**config.mk**
```make
export PLATFORM = sky130hd
export DESIGN_NAME = noc_tx_ni
export DESIGN_NICKNAME = d
export VERILOG_FILES = /design/src/rtl/noc_tx_ni.sv
export SDC_FILE = /design/constraint.sdc
export NUM_CORES = 1
export LEC_CHECK = 0
export ABC_AREA = 1
export CAP_MARGIN = 20
export CORE_AREA = 5 5 110 112
export CTS_CLUSTER_DIAMETER = 80
export DETAILED_ROUTE_END_ITERATION = 16
export DIE_AREA = 0 0 115 117
export GPL_TIMING_DRIVEN = 0
export RECOVER_POWER = 50
export SLEW_MARGIN = 10
export SYNTH_ARGS = -nofsm -noshare
export SYNTH_HDL_FRONTEND = slang
export SYNTH_SLANG_ARGS = --single-unit
```
**constraint.sdc**
```tcl
create_clock -name clk -period 2 [get_ports clk]
set_input_delay 0.2 -clock clk [delete_from_list [all_inputs] [get_ports clk]]
set_output_delay 0.2 -clock clk [all_outputs]
set_load 0.02 [all_outputs]
```
**src/rtl/noc_tx_ni.sv**
```systemverilog
// Transmit network interface: PE valid/ready in, FIFO, then a
// four-phase bundled-data req/ack handshake into a router proc_in port.
module noc_tx_ni #(
  parameter int PAYLOAD = 4,
  parameter int X_BITS  = 1,
  parameter int Y_BITS  = 1,
  parameter int DEPTH   = 4,
  parameter int CNT_W   = 16
) (
  input  logic                              clk,
  input  logic                              rst_n,
  input  logic                              in_valid,
  output logic                              in_ready,
  input  logic [X_BITS-1:0]                 in_dest_x,
  input  logic [Y_BITS-1:0]                 in_dest_y,
  input  logic [PAYLOAD-1:0]                in_payload,
  output logic                              noc_req,
  output logic [X_BITS+Y_BITS+PAYLOAD-1:0]  noc_data,
  input  logic                              noc_ack,
  output logic                              busy,
  output logic [CNT_W-1:0]                  tx_count
);

  localparam int PACKET_SIZE = X_BITS + Y_BITS + PAYLOAD;
  localparam int AW          = $clog2(DEPTH);

  typedef enum logic [1:0] {
    IDLE,
    LOAD,
    REQ,
    RELEASE
  } state_t;

  logic [PACKET_SIZE-1:0] mem [DEPTH];
  logic [AW:0]            wr_ptr;
  logic [AW:0]            rd_ptr;
  logic                   full;
  logic                   empty;
  logic                   push;
  logic                   pop;
  logic                   load;
  logic                   inc;
  logic                   req_d;
  logic                   ack_q;
  logic                   ack_s;
  state_t                 state;
  state_t                 state_d;

  assign empty    = (wr_ptr == rd_ptr);
  assign full     = (wr_ptr[AW] != rd_ptr[AW]) &&
                    (wr_ptr[AW-1:0] == rd_ptr[AW-1:0]);
  assign in_ready = !full;
  assign push     = in_valid && in_ready;
  assign busy     = !empty || (state != IDLE);

  // FIFO storage; contents need no reset, emptiness lives in the pointers
  always_ff @(posedge clk) begin
    if (push) begin
      mem[wr_ptr[AW-1:0]] <= {in_dest_x, in_dest_y, in_payload};
    end
  end

  // FIFO pointers with an extra wrap bit to tell full from empty
  always_ff @(posedge clk or negedge rst_n) begin
    if (!rst_n) begin
      wr_ptr <= '0;
      rd_ptr <= '0;
    end else begin
      if (push) wr_ptr <= wr_ptr + (AW+1)'(1);
      if (pop)  rd_ptr <= rd_ptr + (AW+1)'(1);
    end
  end

  // two-flop synchroniser for the router's asynchronous ack
  always_ff @(posedge clk or negedge rst_n) begin
    if (!rst_n) begin
      ack_q <= 1'b0;
      ack_s <= 1'b0;
    end else begin
      ack_q <= noc_ack;
      ack_s <= ack_q;
    end
  end

  // handshake sequencing; data is captured on entry to LOAD so it
  // settles a full cycle before req rises
  always_comb begin
    state_d = state;
    req_d   = noc_req;
    pop     = 1'b0;
    load    = 1'b0;
    inc     = 1'b0;
    unique case (state)
      IDLE: begin
        if (!empty && !ack_s) begin
          state_d = LOAD;
          load    = 1'b1;
        end
      end
      LOAD: begin
        pop     = 1'b1;
        req_d   = 1'b1;
        state_d = REQ;
      end
      REQ: begin
        if (ack_s) begin
          req_d   = 1'b0;
          inc     = 1'b1;
          state_d = RELEASE;
        end
      end
      RELEASE: begin
        if (!ack_s) state_d = IDLE;
      end
      default: state_d = IDLE;
    endcase
  end

  // registered FSM state and outputs
  always_ff @(posedge clk or negedge rst_n) begin
    if (!rst_n) begin
      state    <= IDLE;
      noc_req  <= 1'b0;
      noc_data <= '0;
      tx_count <= '0;
    end else begin
      state   <= state_d;
      noc_req <= req_d;
      if (load) noc_data <= mem[rd_ptr[AW-1:0]];
      if (inc)  tx_count <= tx_count + CNT_W'(1);
    end
  end

endmodule
```
---- After elaboration in Yosys (flattened, before gate mapping) ----
Memory sizes are Yosys's and may differ from the RTL's. A register that Yosys moved wholly into a read port is not among the register bits.
Cells that the tools add are included.
storage, ports and cells
  flip-flop bits (word level) ............. 27
  latch bits .............................. 0
  memory bits (writable) .................. 24
  ROM bits ................................ 0
  output and inout port bits .............. 25
  logic and storage cells ................. 46
  memories kept ........................... 1
operators by class
  $add $sub $neg .......................... 3
  $mul .................................... 0
  div/mod/pow operators ................... 0
  order comparisons ....................... 0
  equality and inequality tests ........... 9
  shifts and indexed selects .............. 0
  multiplexer cells ....................... 13
  bitwise logic cells ..................... 0
  reduce and logical (&&, ||, !) cells .... 13
memory list
  memory  words  bits a word  read ports  clocked after Yosys merged registers in  wr ports  line  text
  mem     4      6            1           1                                        1         34    logic [PACKET_SIZE-1:0] mem [DEPTH];
operator list
  kind                   count
  $add 16x1->16 const B  1
  $mux 1                 8
  $pmux 2 s4             1
  $add 3x1->3 const B    2
  $mux 2                 3
  $ne 2x2->1 const B     3
  $eq 2x2->1 const B     2
  $logic_not 1->1        4
  $reduce_bool 2->1      2
  $eq 3x3->1             1
  $logic_and 1x1->1      3
  $reduce_and 3->1       1
  $eq 2x1->1 const B     1
  $eq 2x2->1             1
  $logic_not 2->1        1
  $pmux 1 s2             1
  $reduce_and 2->1       1
  $logic_or 1x1->1       1
  $ne 1x1->1             1

---- Depth between registers and ports, before layout ----
Gate-level depths: netlist (run 1).
  depth in word-level cells ............... 6
  depth in mapped cells ................... 10

---- Worst setup path after synthesis (run 1) ----
OpenSTA, ideal clock, no wires.
  kind .................................... register -> register
  from .................................... register wr_ptr[0]
  to ...................................... memory mem[0][0] in the netlist's numbering (enable)
  library setup time ...................... 0.350 ns
  arrival ................................. 1.239 ns
  required time ........................... 1.650 ns
  path slack .............................. 0.411 ns
  stages on the path, launching flop included .. 7
  buffers on the path ..................... 0
  clock period less this slack ............ 1.589 ns
  cell sequence ........................... dfrtp_1 -> inv_1 -> nand2_1 -> nand2_1 -> nand4_2 -> nand2_2 -> nor2_1
on the way
  cells in the longest elaborated chain, start to end .. 6
ends and longest elaborated chain
  element                       line  text
  start: declaration            35    logic [AW:0] wr_ptr;
  start signal: assignment      69    if (push) wr_ptr <= wr_ptr + (AW+1)'(1);
  $eq 2x2->1                    51    (wr_ptr[AW-1:0] == rd_ptr[AW-1:0]);
  $logic_and 1x1->1             50    assign full = (wr_ptr[AW] != rd_ptr[AW]) &&
  $logic_not 1->1               52    assign in_ready = !full;
  via in_ready                  13    output logic in_ready,
  $logic_and 1x1->1             53    assign push = in_valid && in_ready;
  $mux 1                        58    if (push) begin
  $mux 1 (not written as such)  59    mem[wr_ptr[AW-1:0]] <= {in_dest_x, in_dest_y, in_payload};
  end: declaration              34
The timed path passes the listed nets, and every way through them passes these cells.

---- Worst setup path after layout (run 1) ----
  from .................................... register state[0]
  to ...................................... output busy
on the way
  cells in the longest elaborated chain, start to end .. 2
ends and longest elaborated chain
  element                   line  text
  start: declaration        46    state_t state;
  start signal: assignment  127   state <= state_d;
  $reduce_bool 2->1         54    assign busy = !empty || (state != IDLE);
  $logic_or 1x1->1          54
  end: declaration          20    output logic busy,
Every way passes these cells.

==> results.md, run 1 <==
- Mapped Cells: 260
- Via count: 1852
- Status: completed
- Syn nets: 281
- Yosys reg bits: 57
- Worst setup SP type: register
- Nets: 327
- Crit path capture type: output pin
- Max Slew Vio Count: 0
- Yosys top cell by area: dfrtp_1
- Antenna viol nets, final: 0
- Wire per inst: 11.6 um
- Synthesized area: 2650 um^2
- Setup violators final: 0
- Die Y: 117 um
- Clk Latency, worst-skew pair: 0.32 ns
- Die Area: 13500 um^2
- Worst-margin pin slew: 0.829 ns
- Share of layout cells above drive strength 1: 0.109
- Design Area, Final: 3480 um^2
- Crit path buf inv count: 2
- Site Rows: 39
- Via count of the first global-routing pass: 1858
- Area delta synth->final: 31.4%
- Gate power share: 0.325
- TritonCTS Buffers: 9
- Share of Yosys cell area claimed by the top area cell type: 0.311
- I/O Buffers: 34
- I/O Pins: 35
- GR Overflow Total: 0
- GRT Util Overall: 0.0867
- Crit share post-route: 0.922
- H-tree Lvls: 3
- Unrepaired setup endpoints after global routing: yes
- DP HPWL: 3850 um
- CTS tree: built
- Most frequent cell after synthesis: nand2_1
- P_sw: 1.72 mW
- Largest net degree at the start of global routing: 34
- Pleak: 1.53 nW
- Worst hold slack: 0.347 ns
- Setup CP Type: register to output pin
- Internal power: 3.25 mW
- Post-synthesis area per instance: 10.2 um^2
- CP max stage delay: 0.41 ns
- Worst-path clk slew: 0.05 ns
- Clk buf depth: 2
- CP max stage cell: dfrtp_1
- Post-DP Area: 3170 um^2
- Maximum vdd ir drop: 0.570 mV
- Antenna diodes: 0
- Residual DRC count: 0
- Synth top cells by count: nand2_1, dfrtp_1, inv_1
- DR pass1 iterations: 4
- Initial core utilization: 0.238
- Chip width: 115 um
- Antenna violations before repair: 0
- Max-cap violations: 0
- # clock sinks: 57
- Post-synth EDFFs: 24
- Fmax: 542 MHz
- Via/cell ratio: 4.08
- Net switching fraction of the power: 0.346
- Reg area: 1550 um^2
- Root buffer cell: clkbuf_16
- Crit path cell chain: inv_1 -> ha_1 -> nand4_1 -> dlygate4sd2_1
- Distinct cells, synth: 28
- Slew HR: 0.447
- Synth area leaders: dfrtp_1, edfxtp_1, nand2_1
- Drt first-iter violations: 65
- Flop pwr share: 0.358
- CP arrival: 1.64 ns
- Post-Route Skew: 0.00470 ns
- Yosys warns: 0
- Area occupied by multi-input gates: 972 um^2
- First-pass GRT wire length: 8750 um
- Seq/Total Area, Yosys: 0.583
- Worst min-delay path category: register to register
- CORE AREA: 11100 um^2
- CP required: 1.80 ns
- CP delay by family, top: buffers and inverters
- CP Max Fanout: 4
- GP Congestion: 0.774
- Async SR Flop Fraction: 0.579
- Fin. Hold Viols: 0
- Post-CTS setup buffers: 0
- Clock power share: 0.317
- Pwr Density: 1430 nW/um^2
- Filler cell count: 1146
- Ys flop type: dfrtp_1
- Detailed Route WL: 5250 um
- Final period demand of the worst path: 1.84 ns
## power groups by stage
| stage | logic (mW) | clock network [mW] | registers, mW |
|---|---|---|---|
| floorplan | 0.983 | 0 | 1.87 |
| global placement | 1.62 | 0 | 1.79 |
| detailed placement | 1.65 | 0 | 1.80 |
| CTS | 1.65 | 1.61 | 1.79 |
| global route | 1.83 | 1.67 | 1.82 |
| finish | 1.62 | 1.57 | 1.78 |
## sequential cells by signal (all words and copies together), names as in the netlist
| register | cells |
|---|---|
| ack_q | 1 |
| ack_s | 1 |
| mem | 24 |
| noc_data | 6 |
| noc_req | 1 |
| rd_ptr | 3 |
| state | 2 |
| tx_count | 16 |
| wr_ptr | 3 |
## per-stage QoR
step	setup TNS (ns)	setup slack [ns]	utilization	cells	power, mW
2_1_floorplan	0	0.411	-	260	2.85
3_3_place_gp	-0.982	-0.0313	0.285	437	3.41
3_5_place_dp	0	0.137	0.285	437	3.45
4_1_cts	0	0.110	0.313	454	5.05
5_1_grt	-0.0621	-0.0121	0.313	454	5.32
6_report	0	0.156	0.313	454	4.97
## layer usage
metal,GRT usage,vias up,part of all wire
met5,0,-,0
met4,0.0736,0,0.044
met3,0.0221,12,0.038
met2,0.138,31,0.50
met1,0.0976,867,0.42
li1,-,942,-
## final timing paths
path                                             from                  endpoint  slack, ns  cells after the start
worst max-delay path             state[0]$_DFFE_PN0P_                      busy       0.16                      4
worst min-delay path                  ack_q$_DFF_PN0_           ack_s$_DFF_PN0_       0.35                      0
worst max register to register  rd_ptr[0]$_DFFE_PN0P_       mem[0][0]$_DFFE_PP_       0.17                      6
worst min register to register        ack_q$_DFF_PN0_           ack_s$_DFF_PN0_       0.35                      0
max in group asynchronous                       rst_n     wr_ptr[2]$_DFFE_PN0P_       0.97                      2
min in group asynchronous                       rst_n  tx_count[13]$_DFFE_PN0P_       0.51                      2
## cells by family after synthesis
| logic type | share of synthesized area |
|---|---|
| simple gates | 0.204 |
| flops | 0.583 |
| buf+inv | 0.0505 |
| compound gates | 0.0613 |
| xor+xnor | 0.0491 |
| fa+ha+maj | 0.0519 |
## area by class of cell
class / count / area share
well taps: 143 / 0.0513
repair buffers: 35 / 0.0984
plain buffers: 2 / 0.00287
flip-flops and latches: 57 / 0.444
clock buffers: 9 / 0.0646
multi-input cells: 168 / 0.279
clock inverters: 7 / 0.0244
inverters: 33 / 0.0355
## placed cells by master, fill, tap and decap left out, types with 3 or more instances in the layout
| cell type | Yosys | layout |
|---|---|---|
| inv_1 | 30 | 31 |
| nand3_1 | 9 | 9 |
| xnor2_1 | 5 | 5 |
| nand4_1 | 4 | 4 |
| dlygate4sd3_1 | 0 | 8 |
| dfrtp_1 | 33 | 33 |
| clkbuf_16 | 0 | 9 |
| nand2_2 | 4 | 3 |
| o21ai_0 | 22 | 22 |
| nor2_1 | 25 | 24 |
| ha_1 | 11 | 11 |
| o22ai_1 | 6 | 6 |
| xor2_1 | 8 | 8 |
| clkdlybuf4s50_1 | 0 | 24 |
| edfxtp_1 | 24 | 24 |
| nand2_1 | 58 | 59 |
## worst reg2reg max path: cells and delay by family, from the launching register on
family                 cells  cell delay, ns
AND/OR/NAND/NOR            5            0.91
buffers and inverters      1            0.08
flip-flops                 1            0.47
## what timing repair did
item,in CTS,in global routing
hold endpoints to repair,33,0
hold buffers,1,0
gates resized for setup,2,1
endpoints found under the setup margin,2,12
pin swaps,0,0
(Power assumes the default switching activity.)
==> run 2, diff against run 1 <==
--- a/config.mk
+++ b/config.mk
@@ -12,6 +12,7 @@
 export DETAILED_ROUTE_END_ITERATION = 16
 export DIE_AREA = 0 0 115 117
 export GPL_TIMING_DRIVEN = 0
+export HOLD_SLACK_MARGIN = 0.05
 export RECOVER_POWER = 50
 export SLEW_MARGIN = 10
 export SYNTH_ARGS = -nofsm -noshare
==> results of run 2 <==
No change in the layout: final DEF, timing and power equal those of run 1.
